**src/rtl/muldiv_unit_if.sv**
```systemverilog
// Handshake and result bundle between the control unit and the multiply/divide unit.
interface muldiv_unit_if #(
  parameter int WIDTH = 32
);
  logic             start;
  logic [1:0]       op;
  logic [WIDTH-1:0] a;
  logic [WIDTH-1:0] b;
  logic             busy;
  logic             done;
  logic             div_zero;
  logic [WIDTH-1:0] hi;
  logic [WIDTH-1:0] lo;

  modport master (output start, op, a, b, input busy, done, div_zero, hi, lo);
  modport slave  (input start, op, a, b, output busy, done, div_zero, hi, lo);
endinterface

```
**src/rtl/muldiv_unit.sv**
```systemverilog
// Iterative radix-2 multiply/divide unit. Operands are reduced to magnitudes
// at start, iterated for WIDTH cycles in a shared 2*WIDTH accumulator, and
// sign-corrected into the hi/lo holding registers in FIX.
module muldiv_unit #(
  parameter int WIDTH = 32
) (
  input  logic          clk,
  input  logic          reset,
  muldiv_unit_if.slave  bus
);
  localparam int CW = (WIDTH > 1) ? $clog2(WIDTH) : 1;

  typedef enum logic [1:0] {IDLE, RUN, FIX, DONE} state_t;

  state_t               state_q, state_d;
  logic [CW-1:0]        cnt_q, cnt_d;
  logic                 is_div_q, is_div_d;
  logic                 neg_lo_q, neg_lo_d;   // product / quotient negative
  logic                 neg_hi_q, neg_hi_d;   // remainder negative (dividend sign)
  logic                 dz_q, dz_d;
  logic [WIDTH-1:0]     opb_q, opb_d;         // |multiplicand| or |divisor|
  logic [2*WIDTH-1:0]   acc_q, acc_d;         // {product hi, multiplier} or {rem, quo}
  logic [WIDTH-1:0]     hi_q, hi_d, lo_q, lo_d;

  logic                 sgn, sa, sb;
  logic [WIDTH-1:0]     abs_a, abs_b;
  logic [WIDTH:0]       msum;
  logic [WIDTH:0]       rshift;
  logic [WIDTH+1:0]     rdiff;
  logic [2*WIDTH-1:0]   prod_fix;
  logic [WIDTH-1:0]     quo_fix, rem_fix;

  // Datapath step and next-state logic for the IDLE/RUN/FIX/DONE sequence.
  always_comb begin
    sgn   = ~bus.op[0];
    sa    = sgn & bus.a[WIDTH-1];
    sb    = sgn & bus.b[WIDTH-1];
    abs_a = sa ? -bus.a : bus.a;
    abs_b = sb ? -bus.b : bus.b;

    // Shift-add: conditionally add the multiplicand into the upper half, then shift right.
    msum   = {1'b0, acc_q[2*WIDTH-1:WIDTH]} + {1'b0, (acc_q[0] ? opb_q : {WIDTH{1'b0}})};
    // Restoring division: shift the next dividend bit into the remainder and trial-subtract.
    rshift = {acc_q[2*WIDTH-1:WIDTH], acc_q[WIDTH-1]};
    rdiff  = {1'b0, rshift} - {2'b00, opb_q};

    prod_fix = neg_lo_q ? -acc_q : acc_q;
    quo_fix  = neg_lo_q ? -acc_q[WIDTH-1:0] : acc_q[WIDTH-1:0];
    rem_fix  = neg_hi_q ? -acc_q[2*WIDTH-1:WIDTH] : acc_q[2*WIDTH-1:WIDTH];

    state_d  = state_q;
    cnt_d    = cnt_q;
    is_div_d = is_div_q;
    neg_lo_d = neg_lo_q;
    neg_hi_d = neg_hi_q;
    dz_d     = dz_q;
    opb_d    = opb_q;
    acc_d    = acc_q;
    hi_d     = hi_q;
    lo_d     = lo_q;

    case (state_q)
      IDLE: if (bus.start) begin
        is_div_d = bus.op[1];
        neg_lo_d = sa ^ sb;
        neg_hi_d = sa;
        opb_d    = abs_b;
        acc_d    = {{WIDTH{1'b0}}, abs_a};
        cnt_d    = '0;
        if (bus.op[1] && (bus.b == '0)) begin
          dz_d    = 1'b1;
          state_d = DONE;
        end else begin
          dz_d    = 1'b0;
          state_d = RUN;
        end
      end
      RUN: begin
        if (is_div_q) begin
          if (!rdiff[WIDTH+1]) acc_d = {rdiff[WIDTH-1:0], acc_q[WIDTH-2:0], 1'b1};
          else                 acc_d = {rshift[WIDTH-1:0], acc_q[WIDTH-2:0], 1'b0};
        end else begin
          acc_d = {msum, acc_q[WIDTH-1:1]};
        end
        cnt_d = cnt_q + 1'b1;
        if (cnt_q == CW'(WIDTH-1)) state_d = FIX;
      end
      FIX: begin
        if (is_div_q) begin
          hi_d = rem_fix;
          lo_d = quo_fix;
        end else begin
          {hi_d, lo_d} = prod_fix;
        end
        state_d = DONE;
      end
      DONE:    state_d = IDLE;
      default: state_d = IDLE;
    endcase
  end

  // State and holding registers; reset abandons any operation in flight.
  always_ff @(posedge clk) begin
    if (reset) begin
      state_q  <= IDLE;
      cnt_q    <= '0;
      is_div_q <= 1'b0;
      neg_lo_q <= 1'b0;
      neg_hi_q <= 1'b0;
      dz_q     <= 1'b0;
      opb_q    <= '0;
      acc_q    <= '0;
      hi_q     <= '0;
      lo_q     <= '0;
    end else begin
      state_q  <= state_d;
      cnt_q    <= cnt_d;
      is_div_q <= is_div_d;
      neg_lo_q <= neg_lo_d;
      neg_hi_q <= neg_hi_d;
      dz_q     <= dz_d;
      opb_q    <= opb_d;
      acc_q    <= acc_d;
      hi_q     <= hi_d;
      lo_q     <= lo_d;
    end
  end

  assign bus.busy     = (state_q != IDLE);
  assign bus.done     = (state_q == DONE);
  assign bus.div_zero = (state_q == DONE) & dz_q;
  assign bus.hi       = hi_q;
  assign bus.lo       = lo_q;
endmodule

```
**src/flat_wrapper.sv**
```systemverilog
// flat-port wrapper written by rule: the top's interface ports become plain ports
module muldiv_unit_flat 
#(
  parameter int WIDTH = 32
)
  (clk, reset, bus_start, bus_op, bus_a, bus_b, bus_busy, bus_done, bus_div_zero, bus_hi, bus_lo);
  muldiv_unit_if #(.WIDTH(WIDTH)) bus_i ();
  input  logic clk;
  input  logic reset;
  input wire logic [$bits(bus_i.start)-1:0] bus_start;
  input wire logic [$bits(bus_i.op)-1:0] bus_op;
  input wire logic [$bits(bus_i.a)-1:0] bus_a;
  input wire logic [$bits(bus_i.b)-1:0] bus_b;
  output wire logic [$bits(bus_i.busy)-1:0] bus_busy;
  output wire logic [$bits(bus_i.done)-1:0] bus_done;
  output wire logic [$bits(bus_i.div_zero)-1:0] bus_div_zero;
  output wire logic [$bits(bus_i.hi)-1:0] bus_hi;
  output wire logic [$bits(bus_i.lo)-1:0] bus_lo;
  assign bus_i.start = bus_start;
  assign bus_i.op = bus_op;
  assign bus_i.a = bus_a;
  assign bus_i.b = bus_b;
  assign bus_busy = bus_i.busy;
  assign bus_done = bus_i.done;
  assign bus_div_zero = bus_i.div_zero;
  assign bus_hi = bus_i.hi;
  assign bus_lo = bus_i.lo;
  muldiv_unit #(.WIDTH(WIDTH)) u_core (.clk(clk), .reset(reset), .bus(bus_i));
endmodule
```
**config.mk**
```make
export PLATFORM = sky130hd
export DESIGN_NAME = muldiv_unit_flat
export DESIGN_NICKNAME = d
export VERILOG_FILES = /design/src/rtl/muldiv_unit_if.sv /design/src/rtl/muldiv_unit.sv /design/src/flat_wrapper.sv
export SDC_FILE = /design/constraint.sdc
export NUM_CORES = 1
export LEC_CHECK = 0
export CAP_MARGIN = 25
export CORE_MARGIN = 4
export CORE_UTILIZATION = 59
export CTS_CLUSTER_SIZE = 12
export DETAILED_ROUTE_END_ITERATION = 10
export PLACE_DENSITY = 0.91
export SYNTH_ARGS = -nofsm -noshare
export SYNTH_HDL_FRONTEND = slang
export SYNTH_SLANG_ARGS = --single-unit
```
**constraint.sdc**
```tcl
create_clock -name clk -period 4 [get_ports clk]
set_input_delay 0.6 -clock clk [delete_from_list [all_inputs] [get_ports clk]]
set_output_delay 0.6 -clock clk [all_outputs]
set_load 0.03 [all_outputs]
```
# Yosys cells after proc, flatten, opt, wreduce, memory -nomap -nowiden
# Index checks and enable logic that the tools add are counted.
# classes
addsub,8
n_eq_ne,6
muxes,19
bitwise_logic,5
reduce_logical,8
# op_table
operator,count
64-bit two-way mux,4
32-bit two-way mux,7
32-bit negator,4
64-bit one-hot mux with 2 select lines,1
64-bit negator,1
33-bit by 32-bit subtractor with 34-bit output,1
32-bit by 32-bit adder with 33-bit output,1
32-bit zero test,1
5-bit one-hot mux with 2 select lines,1
2-bit one-hot mux with 4 select lines,1
2-bit two-way mux,3
2-bit AND reduction,3
5-bit by 1-bit adder with 5-bit output (second input constant),1
5-bit == test (second input constant),1
5-bit two-way mux,1
2-bit == test (second input constant),2
2-bit nonzero test,2
1-bit bitwise AND,3
2-bit by 1-bit == test with 1-bit output (second input constant),1
2-bit zero test,1
2-bit by 1-bit != test with 1-bit output (second input constant),1
2-bit != test (second input constant),1
1-bit logical AND,1
1-bit two-way mux,1
2 further kinds,2
# word_totals
regBits,171
input_bits,69
wordCells,56

# Depth between registers and ports, before layout
# Gate-level depths: netlist (run 1).
# depth
word_depth,5
ltp_mapped,15
depth_no_buf,13

# Worst setup path after synthesis (run 1)
# No wires, ideal clock.
# synth_path
path_type,reg2reg
startpoint,register u_core.acc_q[0]
endpoint,register u_core.acc_q[60]
setup_ps,117
t_arrival_ps,3339
required_ps,3883
path_slack_ps,543
stages_incl_launch_ff,15
path_buffers,2
period_less_slack_ps,3457
path_cell_list,dfxtp_1 -> clkbuf_1 -> inv_1 -> clkbuf_1 -> nor2_1 -> ha_1 -> o211ai_1 -> o21ai_0 -> o211ai_1 -> a2111oi_0 -> o21ai_0 -> a311oi_1 -> xnor2_1 -> nand2b_1 -> a32o_1
# synth_via
elab_chain_len,4
# synth_lines
item,line,text
"start, declared",muldiv_unit.sv:22,"logic [2*WIDTH-1:0] acc_q, acc_d;"
"start signal, assigned",muldiv_unit.sv:112,acc_q <= '0;
"start signal, assigned",muldiv_unit.sv:123,acc_q <= acc_d;
32-bit two-way mux,muldiv_unit.sv:42,"msum = {1'b0, acc_q[2*WIDTH-1:WIDTH]} + {1'b0, (acc_q[0] ? opb_q : {WIDTH{1'b0}})};"
32-bit by 32-bit adder with 33-bit output,muldiv_unit.sv:42,
64-bit two-way mux,muldiv_unit.sv:79,if (is_div_q) begin
64-bit one-hot mux with 2 select lines,muldiv_unit.sv:62,case (state_q)
# No other way between the ends.
# A chain may end at the register's enable or synchronous reset.

# Worst setup path in the final report (run 1)
# layout_path
startpoint,register u_core.acc_q[38]
endpoint,register u_core.acc_q[60]
# layout_via
elab_chain_len,4
elab_cells_between_ends,5
cone_classes,add/sub: 2; mux: 3
# layout_lines
item,line,text
33-bit by 32-bit subtractor with 34-bit output,muldiv_unit.sv:45,"rdiff = {1'b0, rshift} - {2'b00, opb_q};"
64-bit two-way mux,muldiv_unit.sv:80,"if (!rdiff[WIDTH+1]) acc_d = {rdiff[WIDTH-1:0], acc_q[WIDTH-2:0], 1'b1};"
64-bit two-way mux *,muldiv_unit.sv:79,
64-bit one-hot mux with 2 select lines *,muldiv_unit.sv:62,
# Mark *: on every way between the ends. The rest lies on a longest branch, timed or not.

==> results of run 1 <==
flip-flops by register name (all words and copies together), names as in the netlist, 2 cells and up:
name and flops:
u_core.state_q 2, u_core.cnt_q 5, u_core.opb_q 32, u_core.bus.hi 32, u_core.bus.lo 32, u_core.acc_q 64
synth_stat cells (all sizes together) (12+ instances only):
master / instances
a31oi: 15
a21o: 33
nor3: 39
and3: 12
xor2: 83
or3: 27
buf: 17
nor4: 18
ha: 74
o31ai: 22
nor2: 234
nand2: 170
o21ai: 108
nand2b: 26
nand3: 20
nor2b: 12
or4: 18
o211ai: 40
a21oi: 147
a211oi: 88
xnor2: 77
inv: 64
mux2i: 52
dfxtp: 171
clkbuf: 107
a311oi: 14
a22oi: 18
cells by family after synthesis:
logic type,Yosys count,synth area share (%)
AOI/OAI and AO/OA,554,26.7
xor gates and xnor gates,160,10.4
adders and majority gates,76,7.16
buffers and inverters,188,5.40
DFF,171,25.4
muxes,53,3.94
and+or+nand+nor,614,21.1
stage by stage:
stage | setup WS [ns] | hold slack, ns | total power (uW) | cells | instance area [sq um]
floorplan | 0.543 | 0.427 | 5440 | 1816 | 13500
global placement | 0.349 | 0.443 | 6680 | 2170 | 15200
detailed placement | 0.183 | 0.449 | 6780 | 2170 | 15200
CTS | 0.292 | 0.461 | 8470 | 2202 | 15800
global route | 0.0969 | 0.483 | 9060 | 2202 | 15800
finish | 0.185 | 0.460 | 8570 | 2202 | 15800
timing repair:
action / 4_1_cts / 5_1_grt
buffers inserted: 0 / 0
endpoints found under the setup margin: 0 / 1
gates resized for setup: 0 / 1
hold endpoints to repair: 0 / 0
cells in the final DEF (no fill, tap or decap), drive strengths merged, types with 17 or more instances in the layout:
master,count
a211oi,88
a21o,33
a21oi,147
a22oi,18
buf,59
clkbuf,17
clkdlybuf4s50,134
dfxtp,171
ha,74
inv,71
mux2i,52
nand2,170
nand2b,26
nand3,20
nor2,234
nor3,39
nor4,18
o211ai,40
o21ai,108
o31ai,22
or3,27
or4,18
xnor2,77
xor2,83
path summary, 6_finish.rpt:
path | startpoint | end | slack, ns | depth (start not counted)
setup / recovery | u_core.acc_q[38] | u_core.acc_q[60] | 0.18 | 10
hold / removal | u_core.opb_q[31] | u_core.opb_q[31] | 0.46 | 2
setup reg to reg | u_core.acc_q[38] | u_core.acc_q[60] | 0.18 | 10
hold reg to reg | u_core.opb_q[31] | u_core.opb_q[31] | 0.46 | 2
final cells by class:
type | instances | area [sq um] | area share, %
multi-input combinational | 1457 | 9380 | 59.3
sequential | 171 | 3420 | 21.7
timing repair buffer | 193 | 1820 | 11.5
clock buffer | 17 | 425 | 2.69
tap | 285 | 357 | 2.25
inverter | 64 | 240 | 1.52
clock inverter | 15 | 168 | 1.06
worst max-delay path, stage by stage (launching register included):
cell,delay (ns)
dfxtp_1,0.58
ha_1,0.36
and3_1,0.21
and3_1,0.18
a211oi_1,0.51
a311oi_1,0.17
or3_1,0.45
a31oi_4,0.47
buf_12,0.22
o311ai_0,0.20
a32o_1,0.35
report_power, final:
part           switching (uW)  internal [uW]  leakage, uW
clock                     836            841     0.000281
sequential                433           2090      0.00140
combinational            2700           1670      0.00453
routing by layer:
metal  track usage (%)  vias to the layer above
li1                  -                     6717
met1              44.7                     6575
met2              49.5                      858
met3              5.07                      127
met4              12.1                        2
met5                 0                        -
==> impl_metrics.toml, run 1 <==
[outcome]
outcome = "complete, no violations"

[clock_tree]
ctsHoldBuffers = 0
cts.path.max_buffers = 2
cts_max_level = 4
clkLatencyLatePin_ns = 0.44
tritoncts = "done"
numCtsBuffers = 17
clock-sinks = 171
cts_root_buffer = "clkbuf_16"
clk_pin_slew_ns = 0.07

[sta]
slew_headroom_pct = 34.7
fmax_ghz = 0.262
hold_viol = 0
fin_crit_sh_pct = 95.4
finalCriticalPeriod_ns = 3.82
tightestPinTransition_ns = 0.977
drv_slew = 0
final.setup_skew_ns = 0.0134
rsz0062_at_grt = "no"
tns_ns = 0
finalSetupViolations = 0

[layout]
nNetsFinal = 2049
area_delta_synth_final_pct = 17.3
antenna_cells = 0
drive_gt1_share_pct = 5.74
utilization_pct = 70.1
nFillCells = 1768

[logic_synthesis]
ys_types = 68
yosysWarningCount = 0
synth_seq_cells = 171
syn_nets = 1961
ys_seq_area_share_pct = 25.4
yosys.area.top_type = "dfxtp_1"
netlist.area_leader.share_pct = 25.4
ys.flop_type = "dfxtp_1"
synthCells = 1816
synth_edf_count = 0
syn_area_sq_mm = 0.0135
ys_top_cells_by_area = "dfxtp_1 25%, ha_1 6.9%, nor2_1 6.5%"
syn_avg_cell_area_sq_um = 7.43
async_flop_share_pct = 0

[setup_path]
criticalPathCategory = "reg -> reg"
cp-end-kind = "flip-flop"
critical_path.max_fanout = 15
cp.required_ns = 4.33
arrival_ns = 4.14
start_kind = "flip-flop"

[die]
die_w_microns = 159
core_area_sq_mm = 0.0226
fp.dieArea_sq_mm = 0.0253
pin_count = 136
die_y_microns = 159
fp-row-count = 55
initial_core_util_pct = 59.8

[global_route]
groute.usage.overall_pct = 31.9
grt_max_degree = 88
antenna_found_initial = 1
grt_pass1_vias = 13000
overflow = 0
grt_pass1_wl_mm = 67.6

[route]
drc_errors = 0
met2_length_mm = 18.4
met1_length_mm = 17.7
vias = 14300
route.detailed.wl_per_inst_microns = 19.3
first_pass_iters = 6
wl_met3_mm = 4.60
dr.max_layer_used = "met5"
wirelength_mm = 42.4
drtIter0Drc = 1761
drt-vias-per-instance = 6.48
antenna_left = 0

[placement]
hpwl_mm = 31.9
gp_congestion = 1.06
io_buffers = 135

[power_and_ir_drop]
peakVddDrop_uv = 446
leakagePower_uw = 0.00621
power_density_mw_per_mm2 = 542

[min_path]
hp-class = "reg -> reg"

[job]
max_cap_viol_count = 0
Power figures use the tool's default switching activity.
==> run 2: changes to the inputs <==
--- a/config.mk
+++ b/config.mk
@@ -8,7 +8,6 @@
 export CAP_MARGIN = 25
 export CORE_MARGIN = 4
 export CORE_UTILIZATION = 59
-export CTS_CLUSTER_SIZE = 12
 export DETAILED_ROUTE_END_ITERATION = 10
 export PLACE_DENSITY = 0.91
 export SYNTH_ARGS = -nofsm -noshare
==> results of run 2 <==
Same layout as run 1: the final DEF is identical, and so are final timing and power.
